<file path="config.mk">
export PLATFORM = sky130hd
export DESIGN_NAME = maxnet_sched_flat
export DESIGN_NICKNAME = d
export VERILOG_FILES = /design/src/rtl/maxnet_if.sv /design/src/rtl/maxnet_sched.sv /design/src/flat_wrapper.sv
export SDC_FILE = /design/constraint.sdc
export NUM_CORES = 1
export LEC_CHECK = 0
export ABC_AREA = 1
export CAP_MARGIN = 15
export CORE_UTILIZATION = 44
export CTS_CLUSTER_SIZE = 12
export DETAILED_ROUTE_END_ITERATION = 6
export GPL_ROUTABILITY_DRIVEN = 0
export PLACE_DENSITY = 0.75
export RECOVER_POWER = 25
export SYNTH_ARGS = -nofsm -noshare
export SYNTH_HDL_FRONTEND = slang
export SYNTH_SLANG_ARGS = --single-unit
</file>
<file path="constraint.sdc">
create_clock -name clk -period 1.83 [get_ports clk]
set_input_delay 0.183 -clock clk [delete_from_list [all_inputs] [get_ports clk]]
set_output_delay 0.183 -clock clk [all_outputs]
set_load 0.005 [all_outputs]
</file>
<file path="src/rtl/maxnet_if.sv">
// Handshake and result bundle between the MAXNET scheduler and its environment.
// The slave modport is the scheduler side; master is the sequencer/bank side.
interface maxnet_if #(
    parameter int N_NEURONS = 4,
    parameter int IDX_W     = 2
);
    logic                 start;
    logic [N_NEURONS-1:0] nz_flags;
    logic                 plu_done;
    logic                 load_we;
    logic                 plu_start;
    logic                 act_we;
    logic                 busy;
    logic                 done;
    logic [IDX_W-1:0]     winner;
    logic                 no_winner;
    logic                 timeout;
    logic [7:0]           iter_cnt;

    modport master (
        output start, nz_flags, plu_done,
        input  load_we, plu_start, act_we, busy, done,
        input  winner, no_winner, timeout, iter_cnt
    );

    modport slave (
        input  start, nz_flags, plu_done,
        output load_we, plu_start, act_we, busy, done,
        output winner, no_winner, timeout, iter_cnt
    );
endinterface

</file>
<file path="src/rtl/maxnet_sched.sv">
// MAXNET winner-take-all scheduler: load, then PLU pass / write-back until at most one neuron survives.
// Latency: start to done is 3 cycles plus (plu latency + 3) per pass; enables are Moore outputs of the state.
// Backpressure: WAIT stalls indefinitely on plu_done; MAXNET_TIMEOUT_EN adds an iteration limit of MAX_ITER.
module maxnet_sched #(
    parameter int N_NEURONS = 4,
    parameter int MAX_ITER  = 15,
    parameter int IDX_W     = 2
) (
    input  logic     clk,
    input  logic     rst,
    maxnet_if.slave  bus
);
    localparam int PW = $clog2(N_NEURONS + 1);
`ifdef MAXNET_TIMEOUT_EN
    localparam bit TMO_EN = 1'b1;
`else
    localparam bit TMO_EN = 1'b0;
`endif

    typedef enum logic [2:0] {IDLE, LOAD, CHECK, RUN, WAIT, WB, FIN} state_t;

    state_t           state_q, state_d;
    logic [PW-1:0]    pop;
    logic [IDX_W-1:0] low_idx;
    logic             limit;
    logic             finish;
    logic [IDX_W-1:0] winner_q;
    logic             no_winner_q;
    logic             timeout_q;
    logic [7:0]       iter_q;

    // Scanning from the top leaves the lowest set index, which is also the sole index when pop==1.
    always_comb begin
        pop     = '0;
        low_idx = '0;
        for (int i = N_NEURONS - 1; i >= 0; i--) begin
            if (bus.nz_flags[i]) begin
                pop     = pop + PW'(1);
                low_idx = IDX_W'(i);
            end
        end
    end

    assign limit  = TMO_EN && (iter_q == 8'(MAX_ITER));
    assign finish = (pop <= PW'(1)) || limit;

    always_ff @(posedge clk) begin
        if (rst) state_q <= IDLE;
        else     state_q <= state_d;
    end

    always_comb begin
        state_d       = state_q;
        bus.load_we   = 1'b0;
        bus.plu_start = 1'b0;
        bus.act_we    = 1'b0;
        bus.done      = 1'b0;
        bus.busy      = (state_q != IDLE);
        case (state_q)
            IDLE:  if (bus.start) state_d = LOAD;
            LOAD:  begin bus.load_we = 1'b1; state_d = CHECK; end
            CHECK: state_d = finish ? FIN : RUN;
            RUN:   begin bus.plu_start = 1'b1; state_d = WAIT; end
            WAIT:  if (bus.plu_done) state_d = WB;
            WB:    begin bus.act_we = 1'b1; state_d = CHECK; end
            FIN:   begin bus.done = 1'b1; state_d = IDLE; end
            default: state_d = IDLE;
        endcase
    end

    always_ff @(posedge clk) begin
        if (rst) begin
            winner_q    <= '0;
            no_winner_q <= 1'b0;
            timeout_q   <= 1'b0;
            iter_q      <= '0;
        end else begin
            case (state_q)
                IDLE: if (bus.start) begin
                    winner_q    <= '0;
                    no_winner_q <= 1'b0;
                    timeout_q   <= 1'b0;
                    iter_q      <= '0;
                end
                CHECK: if (finish) begin
                    winner_q    <= low_idx;
                    no_winner_q <= (pop == PW'(0));
                    timeout_q   <= (pop > PW'(1));
                end
                WB: if (iter_q != 8'hFF) iter_q <= iter_q + 8'd1;
                default: ;
            endcase
        end
    end

    assign bus.winner    = winner_q;
    assign bus.no_winner = no_winner_q;
    assign bus.timeout   = TMO_EN ? timeout_q : 1'b0;
    assign bus.iter_cnt  = iter_q;
endmodule

</file>
<file path="src/flat_wrapper.sv">
// flat-port wrapper written by rule: the top's interface ports become plain ports
module maxnet_sched_flat 
#(
    parameter int N_NEURONS = 4,
    parameter int MAX_ITER  = 15,
    parameter int IDX_W     = 2
)
  (clk, rst, bus_start, bus_nz_flags, bus_plu_done, bus_load_we, bus_plu_start, bus_act_we, bus_busy, bus_done, bus_winner, bus_no_winner, bus_timeout, bus_iter_cnt);
  maxnet_if #(.N_NEURONS(N_NEURONS), .IDX_W(IDX_W)) bus_i ();
  input  logic clk;
  input  logic rst;
  input wire logic [$bits(bus_i.start)-1:0] bus_start;
  input wire logic [$bits(bus_i.nz_flags)-1:0] bus_nz_flags;
  input wire logic [$bits(bus_i.plu_done)-1:0] bus_plu_done;
  output wire logic [$bits(bus_i.load_we)-1:0] bus_load_we;
  output wire logic [$bits(bus_i.plu_start)-1:0] bus_plu_start;
  output wire logic [$bits(bus_i.act_we)-1:0] bus_act_we;
  output wire logic [$bits(bus_i.busy)-1:0] bus_busy;
  output wire logic [$bits(bus_i.done)-1:0] bus_done;
  output wire logic [$bits(bus_i.winner)-1:0] bus_winner;
  output wire logic [$bits(bus_i.no_winner)-1:0] bus_no_winner;
  output wire logic [$bits(bus_i.timeout)-1:0] bus_timeout;
  output wire logic [$bits(bus_i.iter_cnt)-1:0] bus_iter_cnt;
  assign bus_i.start = bus_start;
  assign bus_i.nz_flags = bus_nz_flags;
  assign bus_i.plu_done = bus_plu_done;
  assign bus_load_we = bus_i.load_we;
  assign bus_plu_start = bus_i.plu_start;
  assign bus_act_we = bus_i.act_we;
  assign bus_busy = bus_i.busy;
  assign bus_done = bus_i.done;
  assign bus_winner = bus_i.winner;
  assign bus_no_winner = bus_i.no_winner;
  assign bus_timeout = bus_i.timeout;
  assign bus_iter_cnt = bus_i.iter_cnt;
  maxnet_sched #(.N_NEURONS(N_NEURONS), .MAX_ITER(MAX_ITER), .IDX_W(IDX_W)) u_core (.clk(clk), .rst(rst), .bus(bus_i));
endmodule
</file>
# [Word level (Yosys, flattened, before mapping)]
# Index checks and enable logic that the tools add are counted.
[op_classes] addsub=4 multipliers=0 div=0 magnitude_cmp=1 n_eq_ne=11 n_shift=0 n_mux=25 bitwise_logic=0 reduce_logical=9
[ops] cell="$mux 3" n=6
[ops] cell="$mux 8" n=2
[ops] cell="$pmux 8 s2" n=1
[ops] cell="$pmux 3 s5" n=1
[ops] cell="$mux 2" n=6
[ops] cell="$eq 3x3->1 const B" n=3
[ops] cell="$add 8x1->8 const B" n=1
[ops] cell="$ne 8x8->1 const B" n=1
[ops] cell="$mux 1" n=7
[ops] cell="$add 3x1->3 const B" n=2
[ops] cell="$eq 3x2->1 const B" n=2
[ops] cell="$logic_not 3->1" n=2
[ops] cell="$reduce_and 3->1" n=2
[ops] cell="$ne 2x1->1 const B" n=2
[ops] cell="$ne 2x2->1 const B" n=2
[ops] cell="$pmux 2 s2" n=1
[ops] cell="$reduce_bool 2->1" n=2
[ops] cell="$eq 3x1->1 const B" n=1
[ops] cell="$le 3x1->1 const B" n=1
[ops] cell="$reduce_bool 3->1" n=1
[ops] cell="$add 1x1->2 const B" n=1
[ops] cell="$pmux 1 s2" n=1
[ops] cell="$reduce_and 2->1" n=1
[ops] cell="$reduce_or 2->1" n=1
[totals] reg_bits=14 latch_bits=0 ramBits=0 mem_bits_ro=0 input_bits=8 output_inout_bits=17 word_cells=54 memories=0

# [Longest topological paths before layout]
# Gate-level depths: netlist of the first run.
[logic_depth] ltp_word=10 ltp_mapped=15 mapped_depth_nobuf=15

# [Worst setup path before layout of the first run]
# OpenSTA, ideal clock, no wires.
[synth_timing] path_kind="input -> register" from="input port bus_nz_flags[2]" to="register u_core.no_winner_q, in the netlist u_core.bus.no_winner" setup_ns=0.070 arrival_time_ns=1.847 required_ns=1.760 setup_slack_ns=-0.087 stages=12 path_buffers=0 path_cell_list="inv_1 ha_1 or2_2 nand2_1 inv_1 ha_1 or2_0 nand2_1 nand2_1 nor2_1 nand2_1 a21oi_2"
[synth_via] elab_chain_len=8 elab_cells_between_ends=11 cone_classes="add/sub (2); order compare (1); eq/ne (1); mux (5); reduce/logical (2)"
[synth_rtl] item="start, declared" line_no="flat_wrapper.sv:13" rtl="input wire logic [$bits(bus_i.nz_flags)-1:0] bus_nz_flags;"
[synth_rtl] item="$mux 3 *" line_no="maxnet_sched.sv:37" rtl="if (bus.nz_flags[i]) begin"
[synth_rtl] item="$add 3x1->3" line_no="maxnet_sched.sv:38" rtl="pop = pop + PW'(1);"
[synth_rtl] item="$mux 3 *" line_no="maxnet_sched.sv:37"
[synth_rtl] item="$add 3x1->3" line_no="maxnet_sched.sv:38"
[synth_rtl] item="$mux 3 *" line_no="maxnet_sched.sv:37"
[synth_rtl] item="$le 3x1->1 / $logic_not 3->1 (equally long branches)" line_no="maxnet_sched.sv:45, maxnet_sched.sv:87"
[synth_rtl] item="$ne 2x1->1 (no line) / $mux 1 (equally long branches)"
[synth_rtl] item="$reduce_and 3->1 (no line) / $pmux 1 s2 (equally long branches)"
[synth_rtl] item="end signal, assigned" line_no="maxnet_sched.sv:87" rtl="no_winner_q <= (pop == PW'(0));"
[synth_rtl] item="end, declared" line_no="maxnet_sched.sv:28" rtl="logic no_winner_q;"
# Every way passes the cells marked *; elsewhere a longest branch is shown, timed or not. The select of a mux whose other input is x is not followed.
# A chain may end at the register's enable or synchronous reset.

# [Worst setup path after layout of the first run]
[layout_timing] from="register u_core.state_q[2]" to="output port bus_act_we"
[layout_via] elab_chain_len=2
[layout_rtl] item="start, declared" line_no="maxnet_sched.sv:22" rtl="state_t state_q, state_d;"
[layout_rtl] item="start signal, assigned" line_no="maxnet_sched.sv:49" rtl="else state_q <= state_d;"
[layout_rtl] item="$eq 3x3->1" line_no="maxnet_sched.sv:59" rtl="case (state_q)"
[layout_rtl] item="$mux 1" line_no="maxnet_sched.sv:59"
[layout_rtl] item="end, declared" line_no="flat_wrapper.sv:17" rtl="output wire logic [$bits(bus_i.act_we)-1:0] bus_act_we;"
# No other way between the ends.

==> results of run 1 <==
## per-stage QoR
stage,hold slack [ns],power [mW],worst slack [ns],utilization,area (um^2)
final,0.472,1.19,0.0768,0.646,1460
after global routing,0.505,1.27,-0.00657,0.646,1460
after CTS,0.481,1.20,0.0304,0.645,1460
after detailed placement,0.463,1.02,-0.585,0.629,1420
after global placement,0.461,0.995,-0.489,0.629,1420
after floorplan,0.397,0.812,0.0182,-,1080
## power by group through the flow
stage | combinational, mW | sequential (mW) | clock (mW)
6_report | 0.616 | 0.394 | 0.180
5_1_grt | 0.671 | 0.400 | 0.197
4_1_cts | 0.626 | 0.392 | 0.183
3_5_place_dp | 0.619 | 0.399 | 0
3_3_place_gp | 0.598 | 0.397 | 0
2_1_floorplan | 0.417 | 0.395 | 0
## placed cells by master, fill, tap and decap left out, types with 5 or more instances in the layout
master | Yosys | layout
a21oi_1 | 5 | 5
inv_2 | 3 | 5
dfxtp_1 | 14 | 13
nand2_2 | 8 | 11
inv_1 | 23 | 21
dlygate4sd3_1 | 0 | 6
buf_4 | 1 | 11
nand2_4 | 6 | 6
clkdlybuf4s50_1 | 0 | 15
nand2_1 | 32 | 29
nand3_1 | 12 | 12
nor2_1 | 13 | 12
a21oi_2 | 7 | 7
## worst paths after layout
kind / end / slack (ns)
max reg2reg: u_core.bus.iter_cnt[1] / 0.31
max: bus_act_we / 0.08
min reg2reg: u_core.bus.no_winner / 0.47
min: u_core.bus.no_winner / 0.47
## sequential cells by signal, indices dropped and copies added (netlist names)
| register | flops |
|---|---|
| u_core.bus.iter_cnt | 8 |
| u_core.state_q | 3 |
| u_core.bus.winner | 2 |
| u_core.bus.no_winner | 1 |
## logic make-up after synthesis
group	count (synthesis)	share of synthesized area
simple gates	87	0.436
buf+inv	29	0.108
compound gates	16	0.108
flops	14	0.262
fa+ha+maj	5	0.0585
xor+xnor	3	0.0246
other cells	1	0.00351
## area by class of cell
class	count	share of cell area
timing repair buffer	34	0.213
inverter	27	0.0713
tap	28	0.0241
multi-input combinational	112	0.483
sequential	14	0.193
clock buffer	3	0.0155
## worst reg2reg max path: stages (launching register included)
cell,delay (ns)
dfxtp_1,0.42
ha_1,0.20
nand2_1,0.11
nor2_1,0.11
nand3_1,0.11
nand2_4,0.09
nand2_4,0.07
nand2_4,0.14
nand2_2,0.07
o21ai_2,0.06
nor2_2,0.04
## repair_timing
item                       in CTS  in global routing
gates resized for setup         6                  1
pin swaps                       2                  3
hold endpoints to repair        0                  0
setup endpoints to repair       5                  5
## metal layers
metal | vias to the layer above | part of all wire | GRT usage
met5 | - | 0 | 0
met4 | 0 | 0.0080 | 0.0946
met3 | 2 | 0.029 | 0.0179
met2 | 26 | 0.55 | 0.373
met1 | 489 | 0.41 | 0.204
li1 | 553 | - | -
==> results.cfg, run 1 <==
[run_status]
status = completed

[yosys]
synth-main-ff-cell = dfxtp_1
netlist_instances = 155
synth_nets = 168
async_reset_ff_frac = 0
yosysTopAreaCell = dfxtp_1
netlist-cell-type-count = 29
ys_ff_latch = 14
yosysMostFrequentCell = nand2_1
yosysTopAreaCellShare = 0.262
yosysSeqAreaShare = 0.262
synth_edf_count = 0
yosys-top-cells-area = dfxtp_1 26%, nand2_1 11%, inv_1 8.1%, nand2_4 6.3%, ha_1 5.9%
synth_common_cells = 32 x nand2_1, 23 x inv_1, 14 x dfxtp_1
avgSynthCellArea_um2 = 6.89
synth_warnings = 0
synth_area_um2 = 1070

[cts]
clk_path_buf_depth = 2
post-cts-setup-buffers = 0
clk_pin_slew_ns = 0.09
htree_levels = 1
tritoncts = done
cts.sinks = 14
numCtsBuffers = 3
clockRootBuffer = clkbuf_4
cts_hold_buffers = 0
insertion_delay_ns = 0.28

[timing]
period_minus_slack_ns = 1.75
fmax_mhz = 570
final_hold_viol_count = 0
final-setup-viol-count = 0
tns_ns = 0
skew_ns = 0.00403
slew_viol_final = 0
period_share = 0.958
rsz0062_at_grt = true

[setup_path]
crit_start = u_core.state_q[2]
crit_required_ns = 1.65
critPathLaunchType = flop
worstSetupPathType = reg -> out
path_cells = inv_2 > nor2_8 > clkdlybuf4s50_1
path_max_fanout = 6
end_kind = primary output
reg2regPathDepth = 10
worstPathArrival_ns = 1.57
slowest_stage = clkdlybuf4s50_1
critical-path-top-delay-family = buffers and inverters
reg2reg_from = u_core.bus.iter_cnt[0]
slowest_delay_ns = 0.52
critical_path_buf_inv_count = 2
cp.depth = 3

[power_and_ir_drop]
vdd_drop_max_mv = 0.451
p_seq_frac = 0.331
swShare = 0.426
power_density_nw_per_um2 = 817
p_leak_nw = 0.666
p_clk_frac = 0.151
p_int_mw = 0.683
pwr-share-comb = 0.517
p_switching_mw = 0.507

[floorplan]
ioPinCount = 25
die_area_um2 = 2630
rows = 17
initial_core_util = 0.474
die_w_um = 51.3
die_height_um = 51.3
core-area_um2 = 2250

[layout]
nFillCells = 213
stdcell_count = 218
regArea_um2 = 282
multi_input_area_um2 = 703
drive_gt1_frac = 0.295
area.growth.synth_to_final_pct = 36.3
diodes = 0
nNetsFinal = 205

[global_routing]
grt_pass1_vias = 939
grt_first_pass_wirelength_um = 3800
grt_max_degree = 10
antenna_found_initial = 0
grt-ovfl-total = 0
grt_usage = 0.192

[job]
drv_cap = 0

[place]
hpwl_um = 1950
place_inst = 215
port_buffers = 23

[routing]
drc = 0
vias = 1070
ant_nets = 0
first_pass_iters = 4
viasPerCell = 4.91
wl_per_cell_um = 10.9
routed_wl_um = 2380
dr.first_iter.drc_count = 15

[min_path]
min_path_type = reg -> reg
holdCritStartpoint = u_core.bus.no_winner
holdPathStages = 2
Note: power is estimated with default switching activity, not from simulation.
==> run 2: changes to the inputs <==
--- a/config.mk
+++ b/config.mk
@@ -13,6 +13,7 @@
 export GPL_ROUTABILITY_DRIVEN = 0
 export PLACE_DENSITY = 0.75
 export RECOVER_POWER = 25
+export REMOVE_ABC_BUFFERS = 1
 export SYNTH_ARGS = -nofsm -noshare
 export SYNTH_HDL_FRONTEND = slang
 export SYNTH_SLANG_ARGS = --single-unit
==> run 2 against run 1 <==
  * Flip-flop and latch count unchanged
  * Non-clock buffer count did not move
  * Via count grew 5.0%
  * Critical path type unchanged
==> results.cfg, run 2 (synthesis gave the netlist of run 1 again) <==
[layout]
nNetsFinal = 205
area.growth.synth_to_final_pct = 37.7
diodes = 0
drive_gt1_frac = 0.298
final_cell_mix = 29 x nand2_1, 21 x inv_1, 21 x clkdlybuf4s50_1
final_common_cell = nand2_1
fin_util = 0.653
nFillCells = 197
largest_reg_flops = 8

[min_path]
min_path_type = reg -> reg

[setup_path]
end_kind = primary output
path_cells = inv_2 > nor2_8 > clkdlybuf4s50_1
critPathLaunchType = flop
worstSetupPathType = reg -> out
reg2reg_slack_ns = 0.24
slowest_stage = clkdlybuf4s50_1
crit_required_ns = 1.65
worstPathArrival_ns = 1.59
path_max_fanout = 6
slowest_delay_ns = 0.52

[job]
drv_cap = 0

[power_and_ir_drop]
power_density_nw_per_um2 = 854
p_leak_nw = 0.653
p_total_mw = 1.26
vdd_drop_max_mv = 0.468

[place]
hpwl_um = 1980
place_ws_ns = -0.709
port_buffers = 23

[floorplan]
die_area_um2 = 2630
rows = 17
initial_core_util = 0.474
ioPinCount = 25
die_w_um = 51.3
core-area_um2 = 2250
die_height_um = 51.3

[routing]
routed_wl_um = 2490
ant_nets = 0
first_pass_iters = 7
wl_per_cell_um = 11.3
viasPerCell = 5.13
drc = 0
dr.first_iter.drc_count = 28
vias = 1124

[global_routing]
gr-usage-met1 = 0.216
use_met3 = 0.0208
grt_max_degree = 10
grt-ovfl-total = 0
grt_usage = 0.204
top_usage_layer = met2
use_met2 = 0.395
grt_first_pass_wirelength_um = 4110
grt_pass1_vias = 1050
antenna_found_initial = 0

[timing]
period_share = 0.968
period_minus_slack_ns = 1.77
hold-worst-slack_ns = 0.481
skew_ns = 0.0101
slew_viol_final = 0
final-setup-viol-count = 0
final_hold_viol_count = 0
tns_ns = 0
fmax_mhz = 565
rsz0062_at_grt = true
worst_slack_ns = 0.0590

[run_status]
status = completed

[cts]
tritoncts = done
clk_path_buf_depth = 2
post-cts-setup-buffers = 0
clockRootBuffer = clkbuf_4
cts.sinks = 14
numCtsBuffers = 3
insertion_delay_ns = 0.28
htree_levels = 1
clk_pin_slew_ns = 0.10
==> run 2: per-stage QoR <==
step | instances | area (um^2)
final | 219 | 1470
after global routing | 219 | 1470
after CTS | 219 | 1460
after detailed placement | 215 | 1410
after global placement | 215 | 1410
after floorplan | 153 | 1060
==> run 2: final timing paths <==
check / end / cells past startpoint / startpoint
setup / recovery: bus_act_we / 3 / u_core.state_q[2]
hold reg to reg: u_core.bus.winner[1] / 2 / u_core.bus.winner[1]
hold / removal: u_core.bus.winner[1] / 2 / u_core.bus.winner[1]
setup reg to reg: u_core.bus.iter_cnt[1] / 10 / u_core.bus.iter_cnt[0]
==> run 2: worst max-delay path, delay by kind of cell (launching register included) <==
family | cells | cell delay [ns]
buffers and inverters | 2 | 0.65
AND/OR/NAND/NOR | 1 | 0.19
flip-flops | 1 | 0.46
==> run 2: final cells by class <==
cell class	count	area [um^2]	area share
sequential	14	282	0.191
timing repair buffer	34	312	0.212
tap	28	35.0	0.0238
multi-input combinational	112	703	0.478
inverter	27	104	0.0706
clock buffer	4	36.3	0.0247
==> run 2: per-layer routing <==
metal	up-vias	part of all wire
li1	555	-
met1	525	0.41
met2	36	0.54
met3	8	0.034
met4	0	0.023
met5	-	0
==> run 2: where the power goes <==
group          internal (mW)  switching, mW
logic                  0.267          0.363
registers              0.346         0.0535
clock network          0.121          0.107
total                  0.734          0.523
==> run 2: timing repair <==
item | CTS | global route
hold buffers | 0 | 0
resized for setup | 9 | 4
pin swaps | 5 | 4
endpoints found under the setup margin | 5 | 6
